$ cat src/rtl/intra_index_addr_gen_if.sv
// Handshake and LUT-side bus between the block controller, the index LUT bank
// and the downstream reference-sample fetch stage.
interface intra_index_addr_gen_if;
    localparam int unsigned MODE_W = 6;
    localparam int unsigned SIZE_W = 2;
    localparam int unsigned ADDR_W = 9;
    localparam int unsigned ROW_W  = 5;
    localparam int unsigned GRP_W  = 3;

    logic              start;
    logic [MODE_W-1:0] mode;
    logic [SIZE_W-1:0] blk_size;
    logic              ready;
    logic [ADDR_W-1:0] address;
    logic              angle_or_planar;
    logic              lut_valid;
    logic [ROW_W-1:0]  lut_row;
    logic [GRP_W-1:0]  lut_grp;
    logic              lut_last;
    logic              is_hor;
    logic              busy;
    logic              done;

    // Requester side: drives block requests and back-pressure
    modport master (
        output start, mode, blk_size, ready,
        input  address, angle_or_planar, lut_valid, lut_row, lut_grp,
               lut_last, is_hor, busy, done
    );

    // Sequencer side
    modport slave (
        input  start, mode, blk_size, ready,
        output address, angle_or_planar, lut_valid, lut_row, lut_grp,
               lut_last, is_hor, busy, done
    );
endinterface

$ cat src/rtl/intra_index_addr_gen.sv
// Walks every row and 4-sample column group of one intra prediction block,
// addressing the angle index LUT and tagging each beat in step with LUT data.
module intra_index_addr_gen #(
    parameter int unsigned LUT_LATENCY = 1
) (
    input  logic                   clk,
    input  logic                   rst,
    intra_index_addr_gen_if.slave  bus
);
    localparam int unsigned MODE_W = 6;
    localparam int unsigned SIZE_W = 2;
    localparam int unsigned ANG_W  = 4;
    localparam int unsigned ROW_W  = 5;
    localparam int unsigned GRP_W  = 3;
    localparam int unsigned CNT_W  = 8;

    typedef enum logic {
        IDLE = 1'b0,
        RUN  = 1'b1
    } state_t;

    state_t            state;
    logic [MODE_W-1:0] mode_q;
    logic [SIZE_W-1:0] size_q;
    logic [ROW_W-1:0]  row_q;
    logic [GRP_W-1:0]  grp_q;
    logic              busy_q;
    logic              is_hor_q;

    logic [ANG_W-1:0]  angle_idx;
    logic              angular;
    logic [ROW_W-1:0]  row_max;
    logic [GRP_W-1:0]  grp_max;
    logic              last_beat;
    logic              issue;

    logic              valid_pipe [LUT_LATENCY];
    logic [ROW_W-1:0]  row_pipe   [LUT_LATENCY];
    logic [GRP_W-1:0]  grp_pipe   [LUT_LATENCY];
    logic              last_pipe  [LUT_LATENCY];

    // Fold the 33 angular modes onto 16 LUT angles; vertical/horizontal pure modes are non-angular
    always_comb begin
        angle_idx = '0;
        angular   = 1'b0;
        if (mode_q >= MODE_W'(2) && mode_q <= MODE_W'(9)) begin
            angle_idx = ANG_W'(mode_q - MODE_W'(2));
            angular   = 1'b1;
        end else if (mode_q >= MODE_W'(11) && mode_q <= MODE_W'(18)) begin
            angle_idx = ANG_W'(mode_q - MODE_W'(3));
            angular   = 1'b1;
        end else if ((mode_q >= MODE_W'(19) && mode_q <= MODE_W'(25)) ||
                     (mode_q >= MODE_W'(27) && mode_q <= MODE_W'(34))) begin
            angle_idx = ANG_W'(MODE_W'(34) - mode_q);
            angular   = 1'b1;
        end
    end

    // Block geometry limits and the beat-issue condition
    always_comb begin
        row_max   = ROW_W'((CNT_W'(4) << size_q) - CNT_W'(1));
        grp_max   = GRP_W'((CNT_W'(1) << size_q) - CNT_W'(1));
        last_beat = (row_q == row_max) && (grp_q == grp_max);
        issue     = (state == RUN) && bus.ready;
    end

    // Block controller: latch request, step row/group on each accepted beat
    always_ff @(posedge clk or posedge rst) begin
        if (rst) begin
            state    <= IDLE;
            mode_q   <= '0;
            size_q   <= '0;
            row_q    <= '0;
            grp_q    <= '0;
            busy_q   <= 1'b0;
            is_hor_q <= 1'b0;
        end else begin
            case (state)
                IDLE: begin
                    if (bus.start) begin
                        mode_q   <= bus.mode;
                        size_q   <= bus.blk_size;
                        is_hor_q <= (bus.mode >= MODE_W'(2)) && (bus.mode <= MODE_W'(17));
                        row_q    <= '0;
                        grp_q    <= '0;
                        busy_q   <= 1'b1;
                        state    <= RUN;
                    end
                end
                RUN: begin
                    if (issue) begin
                        if (last_beat) begin
                            row_q  <= '0;
                            grp_q  <= '0;
                            busy_q <= 1'b0;
                            state  <= IDLE;
                        end else if (grp_q == grp_max) begin
                            grp_q <= '0;
                            row_q <= row_q + ROW_W'(1);
                        end else begin
                            grp_q <= grp_q + GRP_W'(1);
                        end
                    end
                end
                default: state <= IDLE;
            endcase
        end
    end

    // Tag pipeline matched to the LUT read latency; reset drops in-flight beats
    always_ff @(posedge clk or posedge rst) begin
        if (rst) begin
            for (int i = 0; i < int'(LUT_LATENCY); i++) begin
                valid_pipe[i] <= 1'b0;
                row_pipe[i]   <= '0;
                grp_pipe[i]   <= '0;
                last_pipe[i]  <= 1'b0;
            end
        end else begin
            valid_pipe[0] <= issue;
            row_pipe[0]   <= row_q;
            grp_pipe[0]   <= grp_q;
            last_pipe[0]  <= issue && last_beat;
            for (int i = 1; i < int'(LUT_LATENCY); i++) begin
                valid_pipe[i] <= valid_pipe[i-1];
                row_pipe[i]   <= row_pipe[i-1];
                grp_pipe[i]   <= grp_pipe[i-1];
                last_pipe[i]  <= last_pipe[i-1];
            end
        end
    end

    assign bus.address         = (state == RUN) ? {angle_idx, row_q} : '0;
    assign bus.angle_or_planar = issue && angular;
    assign bus.lut_valid       = valid_pipe[LUT_LATENCY-1];
    assign bus.lut_row         = row_pipe[LUT_LATENCY-1];
    assign bus.lut_grp         = grp_pipe[LUT_LATENCY-1];
    assign bus.lut_last        = last_pipe[LUT_LATENCY-1];
    assign bus.done            = valid_pipe[LUT_LATENCY-1] && last_pipe[LUT_LATENCY-1];
    assign bus.busy            = busy_q;
    assign bus.is_hor          = is_hor_q;
endmodule

$ cat src/flat_wrapper.sv
// flat-port wrapper written by rule: the top's interface ports become plain ports
module intra_index_addr_gen_flat 
#(
    parameter int unsigned LUT_LATENCY = 1
)
  (clk, rst, bus_start, bus_mode, bus_blk_size, bus_ready, bus_address, bus_angle_or_planar, bus_lut_valid, bus_lut_row, bus_lut_grp, bus_lut_last, bus_is_hor, bus_busy, bus_done);
  intra_index_addr_gen_if bus_i ();
  input  logic clk;
  input  logic rst;
  input wire logic [$bits(bus_i.start)-1:0] bus_start;
  input wire logic [$bits(bus_i.mode)-1:0] bus_mode;
  input wire logic [$bits(bus_i.blk_size)-1:0] bus_blk_size;
  input wire logic [$bits(bus_i.ready)-1:0] bus_ready;
  output wire logic [$bits(bus_i.address)-1:0] bus_address;
  output wire logic [$bits(bus_i.angle_or_planar)-1:0] bus_angle_or_planar;
  output wire logic [$bits(bus_i.lut_valid)-1:0] bus_lut_valid;
  output wire logic [$bits(bus_i.lut_row)-1:0] bus_lut_row;
  output wire logic [$bits(bus_i.lut_grp)-1:0] bus_lut_grp;
  output wire logic [$bits(bus_i.lut_last)-1:0] bus_lut_last;
  output wire logic [$bits(bus_i.is_hor)-1:0] bus_is_hor;
  output wire logic [$bits(bus_i.busy)-1:0] bus_busy;
  output wire logic [$bits(bus_i.done)-1:0] bus_done;
  assign bus_i.start = bus_start;
  assign bus_i.mode = bus_mode;
  assign bus_i.blk_size = bus_blk_size;
  assign bus_i.ready = bus_ready;
  assign bus_address = bus_i.address;
  assign bus_angle_or_planar = bus_i.angle_or_planar;
  assign bus_lut_valid = bus_i.lut_valid;
  assign bus_lut_row = bus_i.lut_row;
  assign bus_lut_grp = bus_i.lut_grp;
  assign bus_lut_last = bus_i.lut_last;
  assign bus_is_hor = bus_i.is_hor;
  assign bus_busy = bus_i.busy;
  assign bus_done = bus_i.done;
  intra_index_addr_gen #(.LUT_LATENCY(LUT_LATENCY)) u_core (.clk(clk), .rst(rst), .bus(bus_i));
endmodule
$ cat config.mk
export PLATFORM = sky130hd
export DESIGN_NAME = intra_index_addr_gen_flat
export DESIGN_NICKNAME = d
export VERILOG_FILES = /design/src/rtl/intra_index_addr_gen_if.sv /design/src/rtl/intra_index_addr_gen.sv /design/src/flat_wrapper.sv
export SDC_FILE = /design/constraint.sdc
export NUM_CORES = 1
export LEC_CHECK = 0
export ABC_AREA = 1
export CORE_MARGIN = 8
export CORE_UTILIZATION = 47
export CTS_BUF_LIST = sky130_fd_sc_hd__clkbuf_8
export DETAILED_ROUTE_END_ITERATION = 12
export PLACE_DENSITY_LB_ADDON = 0.12
export SYNTH_ARGS = -nofsm -noshare
export SYNTH_HDL_FRONTEND = slang
export SYNTH_SLANG_ARGS = --single-unit
export TNS_END_PERCENT = 30
$ cat constraint.sdc
create_clock -name clk -period 1.3 [get_ports clk]
set_input_delay 0.13 -clock clk [delete_from_list [all_inputs] [get_ports clk]]
set_output_delay 0.13 -clock clk [all_outputs]
set_load 0.01 [all_outputs]
==> results of run 1 <==
==> cells by family after synthesis <==
kind of cell / share of synthesized area, %
buf+inv: 8.60
fa+ha+maj: 6.73
flops: 43.4
xor+xnor: 3.14
simple gates: 29.2
compound gates: 8.98
==> worst max-delay path: cells and delay by family (launching register included) <==
family | cells | cell delay (ns)
AO/OA/AOI/OAI | 1 | 0.13
adder cells (fa/ha/maj) | 1 | 0.20
flip-flops | 1 | 0.46
buffers and inverters | 2 | 0.20
AND/OR/NAND/NOR | 5 | 0.51
==> placed cells by master, fill, tap and decap left out, types with 6 or more instances in the layout <==
master / instances
a21oi_1: 6
buf_4: 33
clkbuf_8: 6
clkdlybuf4s50_1: 17
dfrtp_1: 25
inv_1: 25
inv_2: 8
nand2_1: 62
nand2_2: 9
nand3_1: 15
nor2_1: 16
nor2_2: 6
o21ai_0: 7
o21ai_1: 6
==> how the worst min path moves through the flow <==
stage               startpoint                     to  slack [ns]  cells past startpoint
2_1_floorplan              rst        u_core.bus.busy        0.21                      1
3_3_place_gp   u_core.row_q[2]  u_core.bus.lut_row[2]        0.45                      0
3_5_place_dp   u_core.row_q[2]  u_core.bus.lut_row[2]        0.46                      0
4_1_cts                    rst  u_core.bus.lut_row[0]        0.17                      3
5_1_grt                    rst  u_core.bus.lut_row[0]        0.21                      3
6_report                   rst  u_core.bus.lut_row[0]        0.17                      3
==> cell usage after synthesis, types with 3 or more instances <==
library cell  instances  area (um2)
nand2_1              67         251
dfrtp_1              29         726
inv_1                27         101
nor2_1               22        82.6
nand3_1              15        75.1
a21oi_1              11        55.1
o21ai_0              11        55.1
ha_1                  9         113
inv_2                 7        26.3
xor2_1                5        43.8
nand2_2               4        25.0
o21ai_1               3        15.0
==> through the flow <==
| step | utilization, % | cells | hold WS [ns] | instance area, um2 |
|---|---|---|---|---|
| finish | 73.7 | 342 | 0.169 | 2500 |
| global route | 73.7 | 342 | 0.210 | 2500 |
| CTS | 73.4 | 342 | 0.173 | 2490 |
| detailed placement | 69.1 | 329 | 0.462 | 2340 |
| global placement | 69.1 | 329 | 0.453 | 2340 |
| floorplan | - | 223 | 0.208 | 1740 |
==> metal layers <==
layer / part of all wire [%] / vias to the layer above / routed length (um)
met1: 46 / 744 / 1880
met3: 6.3 / 4 / 258
met5: 0 / - / 0
met4: 0.81 / 0 / 33
met2: 47 / 36 / 1900
li1: - / 838 / -
==> timing repair <==
action                                  4_1_cts  5_1_grt
gates resized for setup                      48       19
buffers inserted                              6        0
pin swaps                                     4        6
endpoints found under the setup margin       29       28
==> area by class of cell <==
| cell class | count | area share [%] |
|---|---|---|
| Clock buffer | 6 | 3.30 |
| Clock inverter | 1 | 0.150 |
| Inverter | 35 | 5.46 |
| Multi-Input combinational cell | 156 | 36.9 |
| Sequential cell | 29 | 29.2 |
| Tap cell | 46 | 2.30 |
| Timing Repair Buffer | 69 | 22.7 |
==> sequential cells by signal, indices dropped and copies added, names as in the netlist, 2 cells and up <==
name,cells
u_core.bus.lut_grp,3
u_core.bus.lut_row,5
u_core.grp_q,3
u_core.mode_q,6
u_core.row_q,5
u_core.size_q,2
==> power groups by stage <==
stage | combinational [mW] | clock [mW] | sequential [mW]
after floorplan | 0.670 | 0 | 1.32
after global placement | 1.41 | 0 | 1.25
after detailed placement | 1.44 | 0 | 1.26
after CTS | 1.45 | 0.742 | 1.25
after global routing | 1.58 | 0.784 | 1.28
final | 1.41 | 0.720 | 1.25
==> flow_metrics.py, run 1 <==
metrics = {
    "run_status": {
        "run_status": "complete, but fails checks",
        "violations": "negative setup slack",
    },
    "placement": {
        "dp_hpwl_um": 3150,
        "place.gp.congestion": 0.894,
        "portBuffers": 34,
        "pre_cts_ws_ns": -0.727,
    },
    "synthesis": {
        "yosysWarningCount": 0,
        "async_reset_ff_share_pct": 100,
        "synth_cells": 223,
        "ys_ff_latch": 29,
        "syn_area_um2": 1670,
        "ys_types": 24,
        "syn-num-nets": 244,
        "synth.avg_cell_area_um2": 7.50,
        "synth-edff-count": 0,
        "seq_area_frac_synth_pct": 43.4,
        "synth_ff_type": "dfrtp_1",
    },
    "cts": {
        "clk_latency_ns": 0.27,
        "cts_tree": "built",
        "cts_buffers": 5,
        "clockBufferDepth": 2,
        "h-tree-depth": 2,
        "cts.sinks": 29,
        "path_clk_slew_ns": 0.06,
        "cts-root-buf": "clkbuf_8",
        "ctsHoldBuffers": 0,
    },
    "pwr": {
        "p_int_mw": 2.22,
        "pwr-share-seq_pct": 37.0,
        "vdd_drop_max_mv": 1.19,
        "swShare_pct": 34.2,
        "power_frac_comb_pct": 41.7,
        "power.density_nw_per_um2": 1350,
        "power_mw": 3.38,
        "p_sw_mw": 1.16,
        "leakage_nw": 1.36,
        "clock_power_share_pct": 21.3,
    },
    "worst_setup_path": {
        "critPathSlowestCell": "dfrtp_2",
        "worstPathArrival_ns": 1.76,
        "critPathCapture": "bus_address[5]",
        "worst-r2r-setup-slack_ns": -0.10,
        "cp_max_fo": 8,
        "rr_worst_depth": 8,
        "cp-end-kind": "output port",
        "max_stage_delay_ns": 0.46,
        "path_cells": "inv_4 -> ha_1 -> nor2_1 -> nand2_1 -> nand2_2 -> nand2_1 -> a21oi_2 -> nor2_2 -> buf_2",
        "required_ns": 1.17,
        "criticalPathCategory": "reg2out",
        "r2r-start": "u_core.size_q[1]",
        "crit_start": "u_core.mode_q[0]",
        "critPathMostFrequentCell": "nand2_1",
        "rr_endpoint": "u_core.row_q[4]",
        "critPathLaunchType": "register",
    },
    "sta": {
        "finClkSkew_ns": 0.00183,
        "setup_viol": 12,
        "rsz0062_at_grt": "true",
        "layout_min_cycle_time_ns": 1.89,
        "finalCritPeriodShare_pct": 145,
        "report.final.slew_viol_count": 0,
        "setup_ws_ns": -0.591,
        "finalSetupTns_ns": -3.37,
        "final-hold-violation-count": 0,
        "worst-slew-pin-transition_ns": 0.291,
        "slew_headroom_pct": 80.4,
        "max_clock_freq_mhz": 529,
    },
    "final_layout": {
        "multi_input_area_um2": 921,
        "nFillCells": 261,
        "regArea_um2": 731,
        "drive_gt1_share_pct": 32.8,
        "area_delta_synth_final_pct": 49.4,
        "nNetsFinal": 317,
        "n_antenna_cell": 0,
    },
    "global_route": {
        "antenna_found_initial": 0,
        "track_usage_pct": 15.7,
        "grt_pass1_wl_um": 6840,
        "use_met2_pct": 26.0,
        "grt_use_met3_pct": 5.53,
        "grt_max_degree": 18,
        "grt-ovfl-total": 0,
        "use_met1_pct": 19.0,
        "busiest_layer": "met2",
        "grt_pass1_vias": 1571,
    },
    "routing": {
        "ant_nets": 0,
        "wl_um": 4070,
        "first_pass_iters": 5,
        "drc_errors": 0,
        "dr.first_iter.drc_count": 57,
        "via_count": 1622,
        "post_drt_via_cell_ratio": 4.74,
        "avgRoutedWirePerCell_um": 11.9,
    },
    "floorplan": {
        "rows": 21,
        "die_h_um": 75.7,
        "dieArea_um2": 5720,
        "start_util_pct": 49.4,
        "fp.dieW_um": 75.7,
        "fp.coreArea_um2": 3390,
        "ios": 35,
    },
    "run": {
        "maxCapViolCount": 0,
    },
    "worst_hold_path": {
        "hold_path.class": "in2async",
    },
}
No activity file was read; power rests on OpenSTA's default activity.
==> run 2: changes to the inputs <==
TNS_END_PERCENT = 1   (was 30)
==> run 2 against run 1 <==
Clock-buffer cell count did not move. Register-to-register slack is essentially flat. First-iteration DRC count is 7.0% lower. Highest routed layer unchanged. Global-route usage grew 0.082 points. The run still ends with negative setup slack left. Non-clock buffer count shrank 1. Clock skew increased by 0.00078 ns. Via count barely moved. Sequential power barely moved. Combinational power about the same.
==> flow_metrics.py, run 2 (same netlist as run 1, synthesis figures left out) <==
metrics = {
    "worst_setup_path": {
        "cp_max_fo": 8,
        "required_ns": 1.17,
        "rr_endpoint": "u_core.row_q[4]",
        "r2r-start": "u_core.size_q[1]",
        "critPathLaunchType": "register",
        "worstPathArrival_ns": 1.75,
        "rr_worst_depth": 8,
        "cp-end-kind": "output port",
        "crit_start": "u_core.mode_q[0]",
        "criticalPathCategory": "reg2out",
        "worst-r2r-setup-slack_ns": -0.10,
    },
    "run_status": {
        "run_status": "complete, but fails checks",
        "violations": "negative setup slack",
    },
    "routing": {
        "via_count": 1621,
        "avgRoutedWirePerCell_um": 12.0,
        "post_drt_via_cell_ratio": 4.75,
        "wl_um": 4090,
        "first_pass_iters": 4,
        "ant_nets": 0,
        "dr.first_iter.drc_count": 53,
        "drc_errors": 0,
    },
    "global_route": {
        "track_usage_pct": 15.8,
        "grt_pass1_wl_um": 6870,
        "grt-ovfl-total": 0,
        "antenna_found_initial": 0,
        "grt_pass1_vias": 1576,
        "grt_max_degree": 18,
    },
    "pwr": {
        "p_int_mw": 2.22,
        "vdd_drop_max_mv": 1.19,
        "leakage_nw": 1.35,
        "power.density_nw_per_um2": 1350,
        "power_frac_comb_pct": 41.7,
        "p_sw_mw": 1.16,
        "pwr-share-seq_pct": 37.0,
        "swShare_pct": 34.2,
        "power_mw": 3.38,
        "clock_power_share_pct": 21.3,
    },
    "placement": {
        "place.gp.congestion": 0.894,
        "placed_area_um2": 2340,
        "dp_hpwl_um": 3150,
        "pre_cts_ws_ns": -0.727,
        "portBuffers": 34,
    },
    "final_layout": {
        "area_delta_synth_final_pct": 49.2,
        "n_antenna_cell": 0,
        "final_common_cell": "nand2_1",
        "drive_gt1_share_pct": 32.5,
        "layout_common_cells": "62 x nand2_1, 31 x buf_4, 24 x inv_1, 24 x dfrtp_1, 18 x nor2_1",
        "largest_register": "u_core.mode_q",
        "final_area_um2": 2500,
        "nNetsFinal": 316,
        "largest_reg_flops": 6,
    },
    "sta": {
        "rsz0062_at_grt": "true",
        "finClkSkew_ns": 0.00261,
        "hold_ws_ns": 0.166,
        "final-hold-violation-count": 0,
        "max_clock_freq_mhz": 532,
        "report.final.slew_viol_count": 0,
        "layout_min_cycle_time_ns": 1.88,
        "finalCritPeriodShare_pct": 144,
        "slew_headroom_pct": 82.6,
        "worst-slew-pin-transition_ns": 0.260,
        "setup_viol": 12,
        "setup_ws_ns": -0.578,
    },
    "floorplan": {
        "rows": 21,
        "ios": 35,
        "start_util_pct": 49.4,
        "fp.coreArea_um2": 3390,
        "fp.dieW_um": 75.7,
        "dieArea_um2": 5720,
        "die_h_um": 75.7,
    },
    "cts": {
        "path_clk_slew_ns": 0.06,
        "cts.sinks": 29,
        "cts_buffers": 5,
        "h-tree-depth": 2,
        "ctsHoldBuffers": 0,
        "clk_latency_ns": 0.27,
        "clockBufferDepth": 2,
        "cts_tree": "built",
        "cts-root-buf": "clkbuf_8",
    },
    "run": {
        "maxCapViolCount": 0,
    },
    "worst_hold_path": {
        "hold_path.class": "in2async",
    },
}
[run 2: metal layers]
| metal | routed length [um] | track usage [%] |
|---|---|---|
| met5 | 0 | 0 |
| met3 | 265 | 5.66 |
| met1 | 1870 | 19.0 |
| met2 | 1930 | 26.2 |
| met4 | 35 | 3.84 |
[run 2: final cells by class]
type                       instances  area, um2
timing repair buffer              68        563
multi-input combinational        156        921
inverter                          35        136
sequential                        29        732
clock buffer                       6       82.6
tap                               46       57.6
clock inverter                     1       3.75
fill                             262        893
[run 2: how the worst max path moves through the flow]
stage	depth (start not counted)	to
final	9	bus_address[5]
after global routing	10	bus_address[5]
after CTS	9	bus_address[5]
after detailed placement	10	bus_address[5]
after global placement	9	bus_address[8]
after floorplan	8	bus_address[7]
[run 2: power groups by stage]
stage | Combinational (mW) | Clock (mW) | Sequential [mW]
floorplan | 0.670 | 0 | 1.32
global placement | 1.41 | 0 | 1.25
detailed placement | 1.44 | 0 | 1.26
CTS | 1.43 | 0.742 | 1.25
global route | 1.58 | 0.784 | 1.28
finish | 1.41 | 0.719 | 1.25
[run 2: what timing repair did]
action	4_1_cts	5_1_grt
setup buffers	5	0
endpoints found under the setup margin	29	26
pin swaps	3	1
gates resized for setup	61	14
[run 2: through the flow]
stage,util (%),setup TNS (ns),instances
after floorplan,-,-0.489,223
after global placement,69.1,-4.68,329
after detailed placement,69.1,-5.03,329
after CTS,72.5,-3.40,341
after global routing,73.6,-4.81,341
final,73.6,-3.31,341
[run 2: worst max-delay path, stage by stage, from the launching register on]
cell and delay (ns):
dfrtp_2 0.46, inv_4 0.07, ha_1 0.20, nor2_1 0.11
nand2_1 0.12, nand2_4 0.14, nand2_1 0.08, a21oi_2 0.13
nor2_2 0.05, buf_2 0.13
==> run 3: changes to the inputs <==
SLEW_MARGIN = 20   (was unset)
==> results of run 3 <==
No change in the layout: final DEF, timing and power equal those of run 2.
